### src/rtl/vect_dispatch.sv
// Vector dispatcher: queues {instr, rs1}, broadcasts one instruction at a time to all lanes, retires when every lane reports.
// Latency: push at t -> lane_req_o at t+2; last lane pulse at u -> done_o at u+1, next lane_req_o at u+3.
// Backpressure: instr_ready_o drops while the FIFO is full; optional VDISP_WATCHDOG_EN bounds the wait for lanes.

package vect_pkg;

   localparam logic [6:0] VARITH = 7'h57;

   typedef struct packed {
      logic [5:0] funct6;
      logic       vm;
      logic [4:0] vs2;
      logic [4:0] vs1;
      logic [2:0] funct3;
      logic [4:0] vd;
      logic [6:0] opcode;
   } arithm_instr_t;

endpackage

module vect_dispatch
   import vect_pkg::*;
#(
   parameter int DATA_WIDTH = 32,
   parameter int LANES      = 4,
   parameter int FIFO_DEPTH = 4,
   parameter int TIMEOUT    = 256
) (
   input  logic                            clk_i,
   input  logic                            resetn_i,
   input  logic                            instr_valid_i,
   input  arithm_instr_t                   instr_i,
   input  logic [DATA_WIDTH-1:0]           rs1_i,
   output logic                            instr_ready_o,
   output logic                            lane_req_o,
   output logic                            lane_instr_valid_o,
   output arithm_instr_t                   lane_instr_o,
   output logic [DATA_WIDTH-1:0]           lane_rs1_o,
   input  logic [LANES-1:0]                lane_ready_i,
   output logic                            busy_o,
   output logic                            done_o,
   output logic [$clog2(FIFO_DEPTH):0]     level_o,
   output logic                            error_o
);

   localparam int AW = $clog2(FIFO_DEPTH);
   localparam int LW = AW + 1;

   typedef struct packed {
      arithm_instr_t           instr;
      logic [DATA_WIDTH-1:0]   rs1;
   } entry_t;

   typedef enum logic [1:0] {IDLE, ISSUE, WAIT, RETIRE} state_t;

   entry_t           mem [FIFO_DEPTH];
   logic [AW-1:0]    wr_ptr;
   logic [AW-1:0]    rd_ptr;
   logic [LW-1:0]    level;
   logic             push;
   logic             pop;
   state_t           state;
   state_t           state_nxt;
   logic             load;
   logic [LANES-1:0] done_mask;
   logic             all_done;
   logic             wd_expire;

   // Ready depends only on the registered level, never on a same-cycle pop.
   assign instr_ready_o      = (level != LW'(FIFO_DEPTH));
   assign push               = instr_valid_i && instr_ready_o;
   assign pop                = (state == RETIRE);
   assign all_done           = &(done_mask | lane_ready_i);
   assign lane_instr_valid_o = (state != IDLE);
   assign busy_o             = (state != IDLE) || (level != '0);
   assign level_o            = level;

   // FIFO payload storage; contents are don't-care until written.
   always_ff @(posedge clk_i) begin
      if (push) begin
         mem[wr_ptr] <= {instr_i, rs1_i};
      end
   end

   // FIFO pointers and occupancy; push+pop together leaves level unchanged.
   always_ff @(posedge clk_i or negedge resetn_i) begin
      if (!resetn_i) begin
         wr_ptr <= '0;
         rd_ptr <= '0;
         level  <= '0;
      end else begin
         if (push) begin
            wr_ptr <= wr_ptr + AW'(1);
         end
         if (pop) begin
            rd_ptr <= rd_ptr + AW'(1);
         end
         case ({push, pop})
            2'b10:   level <= level + LW'(1);
            2'b01:   level <= level - LW'(1);
            default: level <= level;
         endcase
      end
   end

   // FSM state register.
   always_ff @(posedge clk_i or negedge resetn_i) begin
      if (!resetn_i) begin
         state <= IDLE;
      end else begin
         state <= state_nxt;
      end
   end

   // FSM next state and decoded strobes.
   always_comb begin
      state_nxt  = state;
      load       = 1'b0;
      lane_req_o = 1'b0;
      done_o     = 1'b0;
      case (state)
         IDLE: begin
            if (level != '0) begin
               load      = 1'b1;
               state_nxt = ISSUE;
            end
         end
         ISSUE: begin
            lane_req_o = 1'b1;
            state_nxt  = WAIT;
         end
         WAIT: begin
            // A lane's final pulse counts in the cycle it arrives.
            if (all_done || wd_expire) begin
               state_nxt = RETIRE;
            end
         end
         RETIRE: begin
            done_o    = 1'b1;
            state_nxt = IDLE;
         end
         default: state_nxt = IDLE;
      endcase
   end

   // Held broadcast operands: change only when the head is loaded in IDLE.
   always_ff @(posedge clk_i or negedge resetn_i) begin
      if (!resetn_i) begin
         lane_instr_o <= '0;
         lane_rs1_o   <= '0;
      end else if (load) begin
         lane_instr_o <= mem[rd_ptr].instr;
         lane_rs1_o   <= mem[rd_ptr].rs1;
      end
   end

   // Completion mask: cleared at issue, accumulates pulses only while waiting.
   always_ff @(posedge clk_i or negedge resetn_i) begin
      if (!resetn_i) begin
         done_mask <= '0;
      end else if (state == ISSUE) begin
         done_mask <= '0;
      end else if (state == WAIT) begin
         done_mask <= done_mask | lane_ready_i;
      end
   end

`ifdef VDISP_WATCHDOG_EN
   localparam int CW = $clog2(TIMEOUT);

   logic [CW-1:0] wd_cnt;
   logic          error_q;

   assign wd_expire = (state == WAIT) && !all_done && (wd_cnt == CW'(TIMEOUT - 1));
   assign error_o   = error_q;

   // Watchdog: counts WAIT cycles; expiry forces a normal retire and sets a sticky flag.
   always_ff @(posedge clk_i or negedge resetn_i) begin
      if (!resetn_i) begin
         wd_cnt  <= '0;
         error_q <= 1'b0;
      end else begin
         if (state == ISSUE) begin
            wd_cnt <= '0;
         end else if (state == WAIT) begin
            wd_cnt <= wd_cnt + CW'(1);
         end
         if (wd_expire) begin
            error_q <= 1'b1;
         end
      end
   end
`else
   // Without the watchdog WAIT holds until every lane reports.
   logic unused_timeout;

   assign wd_expire      = 1'b0;
   assign error_o        = 1'b0;
   assign unused_timeout = (TIMEOUT != 0);
`endif

endmodule

### config.mk
export PLATFORM = sky130hd
export DESIGN_NAME = vect_dispatch
export DESIGN_NICKNAME = d
export VERILOG_FILES = /design/src/rtl/vect_dispatch.sv
export SDC_FILE = /design/constraint.sdc
export NUM_CORES = 1
export LEC_CHECK = 0
export CORE_UTILIZATION = 39
export DETAILED_ROUTE_END_ITERATION = 7
export PLACE_DENSITY_LB_ADDON = 0.3
export SYNTH_ARGS = -nofsm -noshare
export SYNTH_HDL_FRONTEND = slang
export SYNTH_SLANG_ARGS = --single-unit
### constraint.sdc
create_clock -name clk_i -period 4.06 [get_ports clk_i]
set_input_delay 0.609 -clock clk_i [delete_from_list [all_inputs] [get_ports clk_i]]
set_output_delay 0.609 -clock clk_i [all_outputs]
set_load 0.02 [all_outputs]
Yosys cells after proc, flatten, opt, wreduce, memory -nomap -nowiden
Memories as Yosys holds them, arrays and structs flattened. A register that Yosys moved wholly into a read port is not among the register bits.
Cells that the tools add are included.
Word-level totals
  input port bits: 71
  RAM bits: 256
  register bits after elaboration: 13
  word-level logic and storage cells: 41
  memories kept: 1
Memory list
  mem: depth 4, bits a word 64, read ports 1, clocked after Yosys merged registers in 1, wr ports 1, line 56  | entry_t mem [FIFO_DEPTH];
Cells by class
  add/sub/neg operators: 4
  reductions and logical operators: 10
  bitwise gates (word level): 1
  equality and inequality tests: 8
  multiplexer cells: 12
Operators by type and width (number)
  4-bit 2-to-1 mux: 2
  2-bit one-hot mux with 4 select lines: 1
  2-bit == test, second input constant: 3
  1-bit 2-to-1 mux: 6
  3-bit one-hot mux with 2 select lines: 1
  2-bit nonzero test: 3
  2-bit by 1-bit adder with 2-bit output, second input constant: 2
  2-bit by 1-bit == test with 1-bit output, second input constant: 2
  2-bit 2-to-1 mux: 2
  2-bit inequality test, second input constant: 2
  4-bit bitwise OR: 1
  4-bit AND reduction: 1
  3-bit by 1-bit adder with 3-bit output, second input constant: 1
  3-bit inequality test, second input constant: 1
  3-bit nonzero test: 1
  3-bit by 1-bit subtractor with 3-bit output, second input constant: 1
  2-bit logical NOT: 1
  2-bit AND reduction: 1
  1-bit logical AND: 1
  1-bit logical NOT: 1
  1-bit logical OR: 1

Longest topological paths before layout
Gate-level depths: netlist of the first run.
  depth after elaboration: 4
  mapped depth: 9
  depth with buffers taken out: 9

Worst setup path before layout of the first run
No wires, ideal clock.
  path type: register to register
  start point: reg level[0] (netlist: level_o[0])
  end point: mem mem[1][0] (netlist name), enable pin
  stages on the path, launching flop included: 3
  setup slack: 1.152 ns
  data arrival time: 2.479 ns
  period minus slack after synthesis: 2.908 ns
  required time: 3.631 ns
  library setup time: 0.429 ns
  path through: dfrtp_1 or3b_1 and3_1
Between the ends
  longest elaborated chain between the ends: 4
Ends and longest elaborated chain
  start: declaration: line 59  | logic [LW-1:0] level;
  start signal: assignment: line 99  | 2'b10: level <= level + LW'(1);
  start signal: assignment: line 100  | 2'b01: level <= level - LW'(1);
  start signal: assignment: line 101  | default: level <= level;
  3-bit inequality test: line 70  | assign instr_ready_o = (level != LW'(FIFO_DEPTH));
  named net instr_ready_o: line 34  | output logic instr_ready_o,
  1-bit logical AND: line 71  | assign push = instr_valid_i && instr_ready_o;
  1-bit 2-to-1 mux: line 80  | if (push) begin
  1-bit 2-to-1 mux (implied by the code): line 81  | mem[wr_ptr] <= {instr_i, rs1_i};
  end: declaration: line 56
The timed path passes the listed nets, and every way through them passes these cells.

Worst setup path after layout of the first run
  start point: reg state[0]
  end point: out busy_o
Between the ends
  longest elaborated chain between the ends: 2
Ends and longest elaborated chain
  start: declaration: line 62  | state_t state;
  start signal: assignment: line 111  | state <= state_nxt;
  2-bit nonzero test: line 75  | assign busy_o = (state != IDLE) || (level != '0);
  1-bit logical OR: line 75
  end: declaration: line 40  | output logic busy_o,
No other way between the ends.

==> results by group, run 1 <==
Clock network
  • CTS buffer count: 35
  • CTS tree: done
  • Clock Path Buffers: 3
  • Worst-path clk slew: roughly 0.06 ns
  • Root Driver: clkbuf_16
  • Post-CTS setup repair buffer count: 0
  • CTS H-Tree Depth: 2
  • CTS sink cnt: 333
  • Worst skew pair latency: around 0.50 ns
  • Hold_buf cts: 0
  • PostCTS Resize Cnt: 0

Pwr
  • Flop pwr share: between 40% and 50%
  • Clock Power Share: roughly 25%
  • Combinational share of power: between 30% and 40%
  • Int Power: approximately 8.5 mW
  • Peak supply drop: around 0.00054 V
  • Switch share: around 29%
  • Power Dens Cells: 785 nW/um2
  • Power consumption: 12.0 mW
  • Switching pwr: between 3 and 4 mW
  • Static Leakage: 5.27 nW

Timing
  • Minimum clock period: 3.13 ns
  • Slew headroom: between 30% and 40%
  • Setup Viol. Count Final: 0
  • Final Cycle Share: between 70% and 80%
  • RSZ-0062 raised after global routing: no
  • Clock Skew: between 0.01 and 0.015 ns
  • Worst-margin pin slew: 1.01 ns
  • Final hold viol count: 0
  • Max Slew Vio Count: 0
  • Setup TNS: 0 ns
  • Fmax: between 300 and 400 MHz

Die
  • Area of the die: between 30000 and 40000 um2
  • Die Y: ~180 um
  • Boundary Pins: 144
  • Starting Density: 40.1%
  • Die width: 180 um
  • Core area: between 30000 and 40000 um2
  • Row Count: 64

Placed design
  • Post-DP HPWL: ~14000 um
  • Routability Congestion: ~0.73
  • Port bufs: about 140

Worst setup path
  • FF-to-FF Start: rd_ptr[0]
  • Startpoint types: flip-flop
  • WP data required: 3.45 ns
  • Crit path max fanout: 4
  • CP arrival: approximately 2.5 ns
  • Crit. Startpoint: state[0]
  • WS Path Type: flip-flop to output pin
  • Setup crit end kind: output pin

Final layout
  • # fillers: between 2000 and 3000
  • Nets@finish: 783
  • Inserted Diodes: 0
  • Layout area overhead: 23.5%
  • Area of the multi-input gates: about 2600 um2
  • Share of layout cells above drive strength 1: a little over a quarter
  • Final Util: about half
  • FF/Latch Area: 9620 um2

Outcome
  • Status: finished, final reports clean

GRT
  • Initial antenna violation count: 0
  • Pin count of the biggest net entering global routing: 66
  • Tot GR Track Use: roughly 15%
  • Total grt overflow: 0
  • First-pass GRT wire length: approximately 36000 um
  • Vias in the first global route: 6415

Detailed routing
  • Post-DRT Antenna Nets: 0
  • # DRC: 0
  • First-pass DRT Iterations: 4
  • Final wirelength: 22900 um
  • Initial DRC count: roughly 380
  • Average wire per standard cell: 20.3 um
  • DR vias/cell: ~5.1
  • Via count: between 5000 and 6000

Yosys
  • Synthesized area per cell: about 23 um2
  • Yosys warnings: 0
  • Seq/Total Area, Yosys: around 78%
  • Mapped Nets: 622
  • Yosys reg bits: approximately 330
  • Syn Std Cell Area: ~12000 um2
  • Synth Instances: ~540
  • Netlist cell types: 30

Worst hold path
  • Worst min-delay path category: primary input to asynchronous set/reset pin

Flow run
  • Max_cap viols: 0
[state kept, by name, summed over array words and instances (netlist names)]
| register | flops |
|---|---|
| lane_rs1_o | 32 |
| done_mask | 4 |
| rd_ptr | 2 |
| level_o | 3 |
| state | 2 |
| wr_ptr | 2 |
| lane_instr_o | 32 |
| mem | 256 |
[final cells by class]
| type | count | share of cell area (%) |
|---|---|---|
| Clock buffer | 49 | 6.60 |
| Timing Repair Buffer | 147 | 9.51 |
| Inverter | 9 | 0.221 |
| Clock inverter | 14 | 0.678 |
| Tap cell | 396 | 3.24 |
| Multi-Input combinational cell | 176 | 16.9 |
| Sequential cell | 333 | 62.9 |
[critical path, stage by stage, from the launching register on]
cell and delay, ns:
dfrtp_1 0.42, inv_1 0.13, ha_1 0.29, or4b_1 0.57, clkdlybuf4s50_1 0.60
[synth_stat cells (all sizes together)]
cell type    n  area [um2]
conb         1        3.75
nand3b       1        7.51
nor2         1        3.75
ha           9         113
and2         1        8.76
clkbuf       6        22.5
a31oi        1        6.26
mux4        64        1440
nand4        1        6.26
nand2        3        11.3
o22a         2        17.5
or3b         1        8.76
o22ai        1        6.26
buf         17         154
xor2         3        26.3
o31ai        1        21.3
edfxtp     256        7690
dfrtp       77        1930
xnor2        3        26.3
inv          9        33.8
mux2i        2        20.0
mux2        65         732
fa           1        20.0
nor2b        1        6.26
and3         4        25.0
a21oi        9        45.0
or4b         1        10.0
[kinds of logic after synthesis]
family	Yosys count	share of synthesized area (%)
muxes	131	17.7
other	1	0.0303
adders and majority gates	10	1.07
buffers and inverters	32	1.70
DFF	333	77.6
and+or+nand+nor	14	0.707
AOI/OAI and AO/OA	14	0.778
xor gates and xnor gates	6	0.424
[power groups by stage]
stage | clock [mW] | combinational, mW | sequential (mW)
5_1_grt | 3.24 | 3.97 | 5.43
4_1_cts | 3.10 | 3.77 | 5.32
6_report | 3.04 | 3.69 | 5.29
3_5_place_dp | 0 | 3.74 | 5.38
2_1_floorplan | 0 | 2.26 | 5.45
3_3_place_gp | 0 | 3.67 | 5.33
[per-layer routing]
| layer | GRT usage, % | wire, um | up-vias |
|---|---|---|---|
| li1 | - | - | 2511 |
| met1 | 19.0 | 9710 | 2988 |
| met2 | 24.5 | 11300 | 171 |
| met3 | 3.25 | 1380 | 36 |
| met4 | 4.10 | 477 | 0 |
| met5 | 0 | 0 | - |
[path summary, 6_finish.rpt]
kind	slack [ns]	cells after the start	to
setup reg to reg	1.68	3	lane_rs1_o[28]
min in group clk_i	0.50	1	lane_rs1_o[25]
hold reg to reg	0.50	1	lane_rs1_o[25]
hold / removal	0.17	1	lane_rs1_o[5]
max in group asynchronous	3.01	2	lane_rs1_o[0]
setup / recovery	0.93	4	busy_o
[cells in the final DEF, fill, tap and decap left out, types with 2 or more instances in the layout]
master           count
and3_4               4
a21oi_1              9
buf_4                6
clkbuf_1             8
clkbuf_8             4
clkbuf_16           37
dfrtp_4              2
o22a_1               2
mux4_2              64
dfrtp_1             75
xnor2_1              3
clkdlybuf4s50_1    141
edfxtp_1           256
mux2i_1              2
clkinv_1             4
ha_1                 9
mux2_2              65
inv_1                9
xor2_1               3
clkinv_2             7
nand2_1              3
[per-stage QoR]
stage | instance area, um2 | worst slack, ns | instances | hold slack, ns
finish | 15300 | 0.933 | 1124 | 0.170
global route | 15300 | 0.850 | 1124 | 0.210
CTS | 15300 | 0.959 | 1124 | 0.187
detailed placement | 14200 | 1.49 | 1061 | 0.493
global placement | 14200 | 1.56 | 1061 | 0.492
floorplan | 12400 | 1.15 | 541 | 0.313
Note: power is estimated with default switching activity, not from simulation.
==> run 2: changes to the inputs <==
clock period = 3.1 ns   (was 4.06 ns; I/O delays follow)
==> results by group, run 2 (synthesis results as in run 1) <==
Worst setup path
  • WS Path Type: flip-flop to output pin (unchanged)
  • Critical path's top delay family: buffers and inverters (unchanged)
  • CP arrival: 2.46 ns (was 2.52 ns)
  • R2R depth: 9 (was 3)
  • Crit path buf inv count: 2 (unchanged)
  • CP Depth: 4 (unchanged)
  • Cell at the slowest stage of the critical path: clkdlybuf4s50_1 (unchanged)
  • Crit path max fanout: 5 (was 4)
  • Flop2flop setup slack: 0.77 ns (was 1.68 ns)
  • Worst-path cell chain: inv_1 -> ha_1 -> or4b_1 -> clkdlybuf4s50_1 (unchanged)
  • WP data required: 2.63 ns (was 3.45 ns)
  • Crit path largest cell delay: 0.59 ns (was 0.60 ns)
  • Startpoint types: flip-flop (unchanged)
  • Setup crit end kind: output pin (unchanged)

Timing
  • Max Slew Vio Count: 0 (unchanged)
  • Fmax: 342 MHz
  • Final Cycle Share: 94.5%
  • Clock Skew: 0.0137 ns (was 0.0124 ns)
  • RSZ-0062 raised after global routing: no (unchanged)
  • Setup TNS: 0 ns (unchanged)
  • Setup Viol. Count Final: 0 (unchanged)
  • Hold Slack: -0.0168 ns (was 0.170 ns)
  • Minimum clock period: roughly 2.9 ns
  • Slew headroom: 51.4% (was 32.5%)
  • Final hold viol count: 21 (was 0)
  • Worst-margin pin slew: 0.730 ns (was 1.01 ns)

Clock network
  • Root Driver: clkbuf_16 (unchanged)
  • Clock Path Buffers: 3 (unchanged)
  • CTS H-Tree Depth: 2 (unchanged)
  • Worst skew pair latency: 0.51 ns (was 0.50 ns)
  • Hold_buf cts: 0 (unchanged)
  • Post-CTS setup repair buffer count: 0 (unchanged)
  • CTS sink cnt: 333 (unchanged)
  • Worst-path clk slew: 0.06 ns (about the same)
  • CTS tree: done (unchanged)
  • PostCTS Resize Cnt: 0 (unchanged)
  • CTS buffer count: 36 (was 35)

Final layout
  • Max reg flops: 256 (unchanged)
  • # fillers: 2468 (was 2500)
  • Regs by FF count: mem (256), lane_instr_o (32), lane_rs1_o (32) (unchanged)
  • Inserted Diodes: 0 (unchanged)
  • Most flops, register: mem (unchanged)
  • Commonest non-fill, non-tap cell in the layout: edfxtp_1 (unchanged)
  • Nets@finish: 794 (was 783)
  • Share of layout cells above drive strength 1: 28.3% (was 26.6%)
  • Layout area overhead: 25.1% (was 23.5%)
  • Commonest non-fill, non-tap cells in the layout: edfxtp_1, clkdlybuf4s50_1, dfrtp_1 (unchanged)

GRT
  • Initial antenna violation count: 2 (was 0)
  • First-pass GRT wire length: 38100 um (was 36200 um)
  • Total grt overflow: 0 (unchanged)
  • Tot GR Track Use: 15.4% (was 14.5%)
  • Pin count of the biggest net entering global routing: 45 (was 66)
  • Vias in the first global route: 6535 (was 6415)

Die
  • Die Y: 180 um (unchanged)
  • Die width: 180 um (unchanged)
  • Starting Density: 40.1% (unchanged)
  • Core area: 30900 um2 (unchanged)
  • Row Count: 64 (unchanged)
  • Boundary Pins: 144 (unchanged)
  • Area of the die: 32500 um2 (unchanged)

Placed design
  • Post-DP HPWL: 14900 um (was 13700 um)
  • Routability Congestion: 0.789 (was 0.734)
  • Port bufs: 142 (unchanged)

Outcome
  • Status: finished with violations (was finished, final reports clean)
  • Failing checks: hold timing

Detailed routing
  • Via count: 5826 (was 5706)
  • # DRC: 0 (unchanged)
  • Final wirelength: 24200 um (was 22900 um)
  • DR vias/cell: 5.13 (was 5.08)
  • Post-DRT Antenna Nets: 0 (unchanged)
  • Initial DRC count: 415 (was 375)
  • Average wire per standard cell: 21.4 um (was 20.3 um)
  • First-pass DRT Iterations: 7 (was 4)

Worst hold path
  • Worst min-delay path category: primary input to asynchronous set/reset pin (unchanged)

Pwr
  • Power Dens Cells: 1040 nW/um2 (was 785 nW/um2)
  • Static Leakage: 5.37 nW (was 5.27 nW)
  • Peak supply drop: 0.000650 V (was 0.000545 V)

Flow run
  • Max_cap viols: 0 (unchanged)
## run 2: final timing paths
kind                                      from          endpoint
worst max-delay path                  state[1]            busy_o
worst min-delay path                  resetn_i  lane_instr_o[13]
worst max register to register      level_o[0]        level_o[2]
worst min register to register  lane_rs1_o[13]    lane_rs1_o[13]
max in group asynchronous             resetn_i    lane_rs1_o[19]
min in group clk_i              lane_rs1_o[13]    lane_rs1_o[13]
## run 2: where the power goes
part	leakage (nW)	internal [mW]	switching [mW]	total (mW)
Combinational	1.56	2.72	2.34	5.06
Sequential	3.24	6.12	0.734	6.85
Clock	0.568	2.46	1.69	4.15
Total	5.37	11.3	4.76	16.1
## run 2: metrics by stage
stage	worst slack [ns]	power [mW]	instances	util [%]	instance area (um2)
floorplan	0.192	10.1	541	-	12400
global placement	0.772	12.0	1071	46.4	14300
detailed placement	0.716	12.1	1071	46.4	14300
CTS	0.167	16.3	1135	50.2	15500
global route	0.0910	16.9	1135	50.2	15500
finish	0.172	16.1	1135	50.2	15500
## run 2: final cells by class
type	count	area (um2)	share of cell area, %
Clock buffer	49	1010	6.51
Tap cell	396	495	3.20
Clock inverter	15	151	0.976
Multi-Input combinational cell	176	2590	16.7
Inverter	9	33.8	0.218
Sequential cell	333	9620	62.1
Timing Repair Buffer	157	1610	10.4
## run 2: per-layer routing
layer / vias up / GRT usage, % / routed length [um]
li1: 2531 / - / -
met1: 3072 / 20.0 / 10400
met2: 177 / 25.9 / 12000
met3: 44 / 3.78 / 1350
met4: 2 / 4.44 / 491
met5: - / 0 / 13
## run 2: worst register-to-register path, cell delays in order, from the launching register on
cell     delay [ns]
dfrtp_1        0.46
or3b_1         0.48
and2_4         0.22
inv_1          0.05
ha_1           0.18
inv_1          0.06
fa_1           0.39
xor2_1         0.16
nor2_1         0.11
xor2_1         0.15
